[src/rtl/serial_pkg.sv]
// Shared definitions for the serial frame transmitter and its matching receiver.
package serial_pkg;

    typedef enum logic [2:0] {
        IDLE   = 3'd0,
        START  = 3'd1,
        DATA   = 3'd2,
        PARITY = 3'd3,
        STOP   = 3'd4
    } tx_state_t;

    localparam logic LINE_IDLE = 1'b1;
    localparam logic START_BIT = 1'b0;
    localparam logic STOP_BIT  = 1'b1;

    // Counter width for values 0..n-1, never narrower than one bit.
    function automatic int unsigned clog2_min1(input int unsigned n);
        return ($clog2(n) < 1) ? 1 : $clog2(n);
    endfunction

endpackage

[src/rtl/serial_tx_frame_if.sv]
// Handshake and line signals of the frame transmitter.
interface serial_tx_frame_if #(
    parameter int unsigned NBITS_DATA = 4
);

    logic [NBITS_DATA-1:0] data_in;
    logic                  load;
    logic                  ready;
    logic                  serial_out;
    logic                  busy;
    logic                  done;

    // Producer of words; observes the line and status.
    modport master (
        output data_in,
        output load,
        input  ready,
        input  serial_out,
        input  busy,
        input  done
    );

    // The transmitter itself.
    modport slave (
        input  data_in,
        input  load,
        output ready,
        output serial_out,
        output busy,
        output done
    );

endinterface

[src/rtl/serial_tx_frame_bit_timer.sv]
// Down-counter that paces each line level to BIT_CYCLES clock cycles.
module bit_timer
    import serial_pkg::*;
#(
    parameter int unsigned BIT_CYCLES = 1
) (
    input  logic clk_2,
    input  logic reset_n,
    input  logic restart,
    output logic tick
);

    localparam int unsigned TW = clog2_min1(BIT_CYCLES + 1);
    localparam logic [TW-1:0] RELOAD = TW'(BIT_CYCLES - 1);

    logic [TW-1:0] count_q;
    logic [TW-1:0] count_d;

    // Reload on restart, otherwise count down and park at zero.
    always_comb begin
        count_d = count_q;
        if (restart) begin
            count_d = RELOAD;
        end else if (count_q != '0) begin
            count_d = count_q - 1'b1;
        end
    end

    // Counter register with synchronous active-low reset.
    always_ff @(posedge clk_2) begin
        if (!reset_n) begin
            count_q <= '0;
        end else begin
            count_q <= count_d;
        end
    end

    assign tick = (count_q == '0);

endmodule

[src/rtl/serial_tx_frame.sv]
// Frame transmitter: start bit, data LSB-first, optional even parity, stop bit.
module serial_tx_frame
    import serial_pkg::*;
#(
    parameter int unsigned NBITS_DATA = 4,
    parameter int unsigned BIT_CYCLES = 1,
    parameter int unsigned PARITY_EN  = 1
) (
    input  logic               clk_2,
    input  logic               reset_n,
    serial_tx_frame_if.slave   tx
);

    localparam int unsigned CW = clog2_min1(NBITS_DATA + 1);
    localparam logic [CW-1:0] LAST_BIT = CW'(NBITS_DATA - 1);

    tx_state_t             state_q, state_d;
    logic [NBITS_DATA-1:0] shreg_q, shreg_d;
    logic                  parity_q, parity_d;
    logic [CW-1:0]         bit_cnt_q, bit_cnt_d;
    logic                  tick;
    logic                  restart;

    // Timer is held at its reload value while idle, and reloaded whenever a level ends.
    assign restart = (state_q == IDLE) || tick;

    bit_timer #(
        .BIT_CYCLES (BIT_CYCLES)
    ) u_bit_timer (
        .clk_2   (clk_2),
        .reset_n (reset_n),
        .restart (restart),
        .tick    (tick)
    );

    // Next-state, shift register and parity capture.
    always_comb begin
        state_d   = state_q;
        shreg_d   = shreg_q;
        parity_d  = parity_q;
        bit_cnt_d = bit_cnt_q;
        unique case (state_q)
            IDLE: begin
                if (tx.load) begin
                    state_d   = START;
                    shreg_d   = tx.data_in;
                    parity_d  = ^tx.data_in;
                    bit_cnt_d = '0;
                end
            end
            START: begin
                if (tick) begin
                    state_d = DATA;
                end
            end
            DATA: begin
                if (tick) begin
                    // Logical shift keeps this legal for a one-bit word.
                    shreg_d   = shreg_q >> 1;
                    bit_cnt_d = bit_cnt_q + 1'b1;
                    if (bit_cnt_q == LAST_BIT) begin
                        state_d = (PARITY_EN != 0) ? PARITY : STOP;
                    end
                end
            end
            PARITY: begin
                if (tick) begin
                    state_d = STOP;
                end
            end
            STOP: begin
                if (tick) begin
                    state_d = IDLE;
                end
            end
            default: begin
                state_d = IDLE;
            end
        endcase
    end

    // State registers; reset abandons any frame in flight.
    always_ff @(posedge clk_2) begin
        if (!reset_n) begin
            state_q   <= IDLE;
            shreg_q   <= '0;
            parity_q  <= 1'b0;
            bit_cnt_q <= '0;
        end else begin
            state_q   <= state_d;
            shreg_q   <= shreg_d;
            parity_q  <= parity_d;
            bit_cnt_q <= bit_cnt_d;
        end
    end

    // Outputs decoded from registered state only.
    always_comb begin
        tx.serial_out = LINE_IDLE;
        unique case (state_q)
            IDLE:    tx.serial_out = LINE_IDLE;
            START:   tx.serial_out = START_BIT;
            DATA:    tx.serial_out = shreg_q[0];
            PARITY:  tx.serial_out = parity_q;
            STOP:    tx.serial_out = STOP_BIT;
            default: tx.serial_out = LINE_IDLE;
        endcase
        tx.ready = (state_q == IDLE);
        tx.busy  = (state_q != IDLE);
        tx.done  = (state_q == STOP) && tick;
    end

endmodule

[src/flat_wrapper.sv]
// flat-port wrapper written by rule: the top's interface ports become plain ports
module serial_tx_frame_flat import serial_pkg::*;
#(
    parameter int unsigned NBITS_DATA = 4,
    parameter int unsigned BIT_CYCLES = 1,
    parameter int unsigned PARITY_EN  = 1
)
  (clk_2, reset_n, tx_data_in, tx_load, tx_ready, tx_serial_out, tx_busy, tx_done);
  serial_tx_frame_if #(.NBITS_DATA(NBITS_DATA)) tx_i ();
  input  logic clk_2;
  input  logic reset_n;
  input wire logic [$bits(tx_i.data_in)-1:0] tx_data_in;
  input wire logic [$bits(tx_i.load)-1:0] tx_load;
  output wire logic [$bits(tx_i.ready)-1:0] tx_ready;
  output wire logic [$bits(tx_i.serial_out)-1:0] tx_serial_out;
  output wire logic [$bits(tx_i.busy)-1:0] tx_busy;
  output wire logic [$bits(tx_i.done)-1:0] tx_done;
  assign tx_i.data_in = tx_data_in;
  assign tx_i.load = tx_load;
  assign tx_ready = tx_i.ready;
  assign tx_serial_out = tx_i.serial_out;
  assign tx_busy = tx_i.busy;
  assign tx_done = tx_i.done;
  serial_tx_frame #(.NBITS_DATA(NBITS_DATA), .BIT_CYCLES(BIT_CYCLES), .PARITY_EN(PARITY_EN)) u_core (.clk_2(clk_2), .reset_n(reset_n), .tx(tx_i));
endmodule
[config.mk]
export PLATFORM = sky130hd
export DESIGN_NAME = serial_tx_frame_flat
export DESIGN_NICKNAME = d
export VERILOG_FILES = /design/src/rtl/serial_pkg.sv /design/src/rtl/serial_tx_frame_if.sv /design/src/rtl/serial_tx_frame_bit_timer.sv /design/src/rtl/serial_tx_frame.sv /design/src/flat_wrapper.sv
export SDC_FILE = /design/constraint.sdc
export NUM_CORES = 1
export LEC_CHECK = 0
export CAP_MARGIN = 15
export CORE_ASPECT_RATIO = 1.25
export CORE_MARGIN = 5
export CORE_UTILIZATION = 39
export CTS_CLUSTER_DIAMETER = 30
export CTS_CLUSTER_SIZE = 16
export DETAILED_ROUTE_END_ITERATION = 7
export GPL_TIMING_DRIVEN = 0
export SYNTH_ARGS = -nofsm -noshare
export SYNTH_HDL_FRONTEND = slang
export SYNTH_SLANG_ARGS = --single-unit
export TNS_END_PERCENT = 50
[constraint.sdc]
create_clock -name clk_2 -period 2.52 [get_ports clk_2]
set_input_delay 0.378 -clock clk_2 [delete_from_list [all_inputs] [get_ports clk_2]]
set_output_delay 0.378 -clock clk_2 [all_outputs]
set_load 0.01 [all_outputs]
After elaboration in Yosys (flattened, before gate mapping)
Index checks and enable logic that the tools add are counted.
Widths: inputs -> output; s select.
{ "classes": {"eq_ne": 11, "reduce_logical": 10, "bitwise": 2, "n_mux": 14, "add_sub_neg": 2} }
{ "ops": {"columns": ["operator", "count"], "rows": [
  ["$mux 3", 8],
  ["$pmux 3 s5", 1],
  ["$ne 2x2->1 const B", 5],
  ["$eq 3x2->1 const B", 3],
  ["$mux 4", 2],
  ["$pmux 4 s2", 1],
  ["$pmux 3 s2", 1],
  ["$reduce_and 6->1", 1],
  ["$reduce_xor 4->1", 1],
  ["$add 3x1->3 const B", 1],
  ["$eq 3x1->1 const B", 1],
  ["$eq 3x3->1 const B", 1],
  ["$logic_not 3->1", 1],
  ["$pmux 1 s3", 1],
  ["$reduce_and 3->1", 1],
  ["$reduce_bool 3->1", 1],
  ["$reduce_or 3->1", 1],
  ["$ne 2x1->1 const B", 1],
  ["$not 1->1", 2],
  ["$reduce_and 2->1", 1],
  ["$reduce_bool 2->1", 1],
  ["$logic_and 1x1->1", 1],
  ["$logic_or 1x1->1", 1],
  ["$sub 1x1->1 const B", 1]
]} }
{ "word_totals": {"input_bits": 7, "reg_bits": 12} }

Longest topological paths before layout
{ "depth": {"word_depth": 4, "ltp_mapped": 6, "ltp_nobuf": 5} }

Modules after synthesis
Synthesis repeated with hierarchy kept, for this count alone.
{ "unflattened": {"hier_cells": 75, "area_unflattened_um2": 639.4} }
{ "by_module_without_submodules": {"columns": ["module", "area_each_um2", "cells_per_inst", "instances"], "rows": [
  ["serial_tx_frame", 611.8, 72, 1],
  ["bit_timer", 27.5, 3, 1]
]} }

Worst setup path after synthesis
No wires, ideal clock.
{ "synth_timing": {"path_kind": "register to output", "startpoint": "register u_core.state_q[1]", "endpoint": "output port tx_ready", "path_stages_with_launch": 4, "path_buffers": 1, "t_arrival_ns": 0.992, "slack_ns": 1.150, "cell_sequence": "dfxtp_1 -> buf_2 -> or3_1 -> inv_1"} }
{ "synth_via": {"elab_chain_len": 1} }
{ "synth_lines": {"columns": ["item", "line", "text"], "rows": [
  ["from (decl)", "serial_tx_frame.sv:17", "tx_state_t state_q, state_d;"],
  ["from (signal assigned)", "serial_tx_frame.sv:90", "state_q <= state_d;"],
  ["$logic_not 3->1", "serial_tx_frame.sv:108", "tx.ready = (state_q == IDLE);"],
  ["to (decl)", "flat_wrapper.sv:14", "output wire logic [$bits(tx_i.ready)-1:0] tx_ready;"]
]} }
Every way passes these cells.

Worst setup path in the final report
{ "layout_timing": {"startpoint": "register u_core.state_q[1]", "endpoint": "output port tx_serial_out"} }
{ "layout_via": {"elab_chain_len": 2} }
{ "layout_lines": {"columns": ["item", "line", "text"], "rows": [
  ["$eq 3x2->1 / $eq 3x1->1 (equally long branches)", "serial_tx_frame.sv:100", "unique case (state_q)"],
  ["$pmux 1 s3 (*)", "serial_tx_frame.sv:100", null],
  ["to (decl)", "flat_wrapper.sv:15", "output wire logic [$bits(tx_i.serial_out)-1:0] tx_serial_out;"]
]} }
Every way passes the cells marked *; elsewhere a longest branch is shown, timed or not.

==> summary.txt <==
Outcome
  – Run status: finished, final reports clean

Die
  – Die outline height: 56.37 um
  – Standard-cell rows: 16
  – Die footprint: 2654 sq um
  – Std-Cell Core Area: 1602 sq um
  – Io pins: 11
  – Die width: 47.09 um
  – Starting utilization of the core area: 41.87%

Hold path
  – HP Class: in2reg
  – Hold worst-path end: u_core.state_q[2]$_SDFFE_PN0P_
  – Launch instance of the worst min-delay path: reset_n
  – Hold-critical path depth: 2

Setup path
  – Crit path required time: 2140 ps
  – Arrival @ worst endpoint: 1860 ps
  – Setup slack of the worst register-to-register path: 1310 ps
  – Type of origin of the critical path: flop
  – Reg2reg path depth: 5
  – Crit Reg-Reg Startpoint: u_core.bit_cnt_q[0]$_SDFFE_PN0P_
  – Path type of the worst setup path: reg2out
  – Sort of element at the end of the critical path: output pin
  – Crit-path max FO: 10
  – Endpoint of the worst register-to-register path: u_core.bit_cnt_q[2]$_SDFFE_PN0P_

Placed design
  – Post-DP HPWL: 953 um
  – RePlAce Congestion: 0.7348
  – Number of placed cells counting well taps: 99
  – Number of port buffers: 9

Layout
  – Commonest non-fill, non-tap cells in the layout: dfxtp_1 (12), nor2_1 (9), clkdlybuf4s50_1 (9)
  – Filler Cells Inserted: 160
  – Ratio of cells with drive above 1 in the final layout: 18.82%
  – Area of all sequential standard cells: 240.2 sq um
  – Most frequent standard cell in the layout excluding fill and tap cells: dfxtp_1
  – Final Net Count: 95
  – N_diodes: 0
  – Synth-to-layout area growth: 22.20%
  – Area taken by multi-input logic gates: 390.4 sq um
  – Non-filler cells, final: 103

Logic synthesis
  – Part of the Yosys area used for sequential elements: 35.82%
  – Mapped Nets: 81
  – Combined area of all synthesized cells: 670.6 sq um
  – Number of distinct standard cells referenced by the synthesized netlist: 31
  – Synth warn: 0
  – Count of state elements after synthesis: 12
  – Syn_area_per_cell: 9.314 sq um
  – Count of mapped cells out of synthesis: 72

Global routing
  – Number of global-route vias before repair: 505
  – Largest net degree at the start of global routing: 11
  – Most heavily used metal layer in global routing: met1
  – Wire length of the first global-routing pass: 2.256 mm
  – M3 GR Usage: 2.875%
  – GR Overflow Total: 0
  – GRT met1 Usage: 16.15%
  – Met2 GRT Util: 15.92%
  – Overall track demand over capacity in global routing: 11.21%
  – Antenna violations before repair: 0

CTS
  – Post-CTS setup-driven buffer insertion count: 0
  – Root buf cell: clkbuf_4
  – Worst-Skew Late Latency: 270 ps
  – Inserted Clock Buffers: 3
  – CTS tree: built
  – Number of clock sinks seen by CTS: 12
  – Resized cells post-CTS: 0
  – Clock-pin transition on the worst setup and hold timing paths: 70 ps
  – Number of hold buffers added after CTS: 0
  – Deepest clock path buffer count: 2
  – Number of H-tree levels: 1

STA
  – RSZ-0062 raised after global routing: no
  – Ratio of final minimum period to clock period: 88.84%
  – Maximum frequency from static timing analysis: 0.4467 GHz
  – Total count of max-transition violations in the final report: 0
  – Hold Vio Cnt, Final: 0
  – Setup skew after layout: 4.291 ps
  – Shortest period the worst path allows: 2239 ps
  – Number of failing setup endpoints in the final timing report: 0
  – Setup Total Neg Slack: 0 ps

Route
  – Final antenna-violating net count: 0
  – Detailed-routing iteration count for the pre-antenna-repair pass: 2
  – Mean routed wirelength per cell: 11.85 um
  – Routed via count divided by cell count: 5.039
  – Number of DRC markers after the initial detailed-route iteration: 12
  – Wirelength, routed: 1.221 mm
  – Total vias in the final route: 519
  – Number of DRC violations after detailed routing: 0

Power
  – Net switching power: 0.0001267 W
  – Relative contribution of the clock network to total power: 31.7%
  – Highest ir drop seen on vdd: 0.3324 mV
  – Sequential cell fraction of total power: 44.7%
  – Cell area power density: 583.1 nW/um^2
  – Cell-internal power: 0.0003512 W
  – Leakage power of the design: 0.3131 nW
  – Part of the power in combinational logic: 23.6%
  – Fraction of power spent switching nets: 26.51%

Flow run
  – Number of violations of the max-capacitance limit: 0
==> worst max-delay path, cell delays in order (launching register included) <==
cell and delay [ps]:
dfxtp_1 450, buf_2 250, nand2_1 70, a22oi_1 170, or2_2 130, clkdlybuf4s50_1 520
==> stage by stage <==
stage	utilization (%)	setup WS, ps	instance area, sq um	power [W]	hold WS, ps
finish	51.17	281.3	819.5	0.0004779	427.8
global route	51.17	126.7	819.5	0.0005105	442.4
CTS	51.17	265.5	819.5	0.0004836	431.0
detailed placement	48.91	569.5	783.3	0.0003324	501.5
global placement	48.91	559.3	783.3	0.0003313	495.9
floorplan	-	1150	670.6	0.0002937	479.1
==> how the worst max path moves through the flow <==
| stage | from | to | slack (ps) |
|---|---|---|---|
| after CTS | u_core.state_q[1]$_SDFFE_PN0P_ | tx_serial_out | 270 |
| final | u_core.state_q[1]$_SDFFE_PN0P_ | tx_serial_out | 280 |
| after global placement | u_core.state_q[1]$_SDFFE_PN0P_ | tx_serial_out | 560 |
| after floorplan | u_core.state_q[1]$_SDFFE_PN0P_ | tx_ready | 1150 |
| after detailed placement | u_core.state_q[1]$_SDFFE_PN0P_ | tx_serial_out | 570 |
| after global routing | u_core.state_q[1]$_SDFFE_PN0P_ | tx_serial_out | 130 |
==> power by group through the flow <==
stage / Sequential (W) / Combinational (W) / Clock (W)
floorplan: 0.000215 / 0.0000787 / 0
global placement: 0.000218 / 0.000113 / 0
detailed placement: 0.000218 / 0.000114 / 0
CTS: 0.000214 / 0.000115 / 0.000155
global route: 0.000216 / 0.000126 / 0.000169
finish: 0.000213 / 0.000113 / 0.000152
==> per-layer routing <==
metal / wire [um] / vias up / share of wire, %
met5: 0 / - / 0
met4: 9 / 0 / 0.74
met3: 31 / 2 / 2.5
met2: 583 / 5 / 48
met1: 597 / 234 / 49
li1: - / 278 / -
==> sequential cells by signal, indices dropped and copies added, names as in the netlist <==
name,count
u_core.shreg_q,4
u_core.bit_cnt_q,3
u_core.state_q,3
u_core.parity_q,1
u_core.u_bit_timer.count_q,1
==> cells in the mapped netlist <==
library cell / n / area [sq um]
or2_2: 1 / 6.260
nor3_2: 2 / 20.02
or3_1: 1 / 6.260
o21ai_2: 1 / 8.760
buf_2: 2 / 10.01
o21ai_1: 1 / 5.000
nand2b_1: 2 / 12.51
o21a_1: 1 / 7.510
a211oi_1: 1 / 7.510
xnor2_1: 2 / 17.52
a32oi_1: 1 / 8.760
nand2_1: 1 / 3.750
or2_1: 1 / 6.260
nor2_4: 1 / 11.26
buf_6: 2 / 22.52
conb_1: 1 / 3.750
a22oi_1: 5 / 37.54
o221a_1: 3 / 33.78
inv_1: 2 / 7.510
ha_1: 2 / 25.02
nand2b_2: 1 / 8.760
and4bb_2: 1 / 12.51
a21oi_4: 1 / 16.27
dfxtp_1: 12 / 240.2
nor3_1: 1 / 5.000
nor4b_1: 1 / 8.760
nor2b_1: 7 / 43.79
a21oi_1: 3 / 15.01
nor3b_1: 1 / 7.510
xor2_1: 2 / 17.52
nor2_1: 9 / 33.78
==> cell type report <==
| cell class | count | area share (%) |
|---|---|---|
| Inverter | 2 | 0.9160 |
| Sequential cell | 12 | 29.31 |
| Clock buffer | 4 | 4.427 |
| Multi-Input combinational cell | 54 | 47.63 |
| Tap cell | 18 | 2.748 |
| Buffer | 4 | 3.969 |
| Timing Repair Buffer | 9 | 10.99 |
==> cells by family (layout without fill, tap and decap cells) <==
group / count (synthesis) / in the layout / share of synthesized area [%]
simple gates: 30 / 30 / 27.80
other cells: 1 / 1 / 0.5592
buf+inv: 6 / 19 / 5.970
flops: 12 / 12 / 35.82
fa+ha+maj: 2 / 2 / 3.731
xor+xnor: 4 / 4 / 5.225
compound gates: 17 / 17 / 20.90
Note: power is estimated with default switching activity, not from simulation.
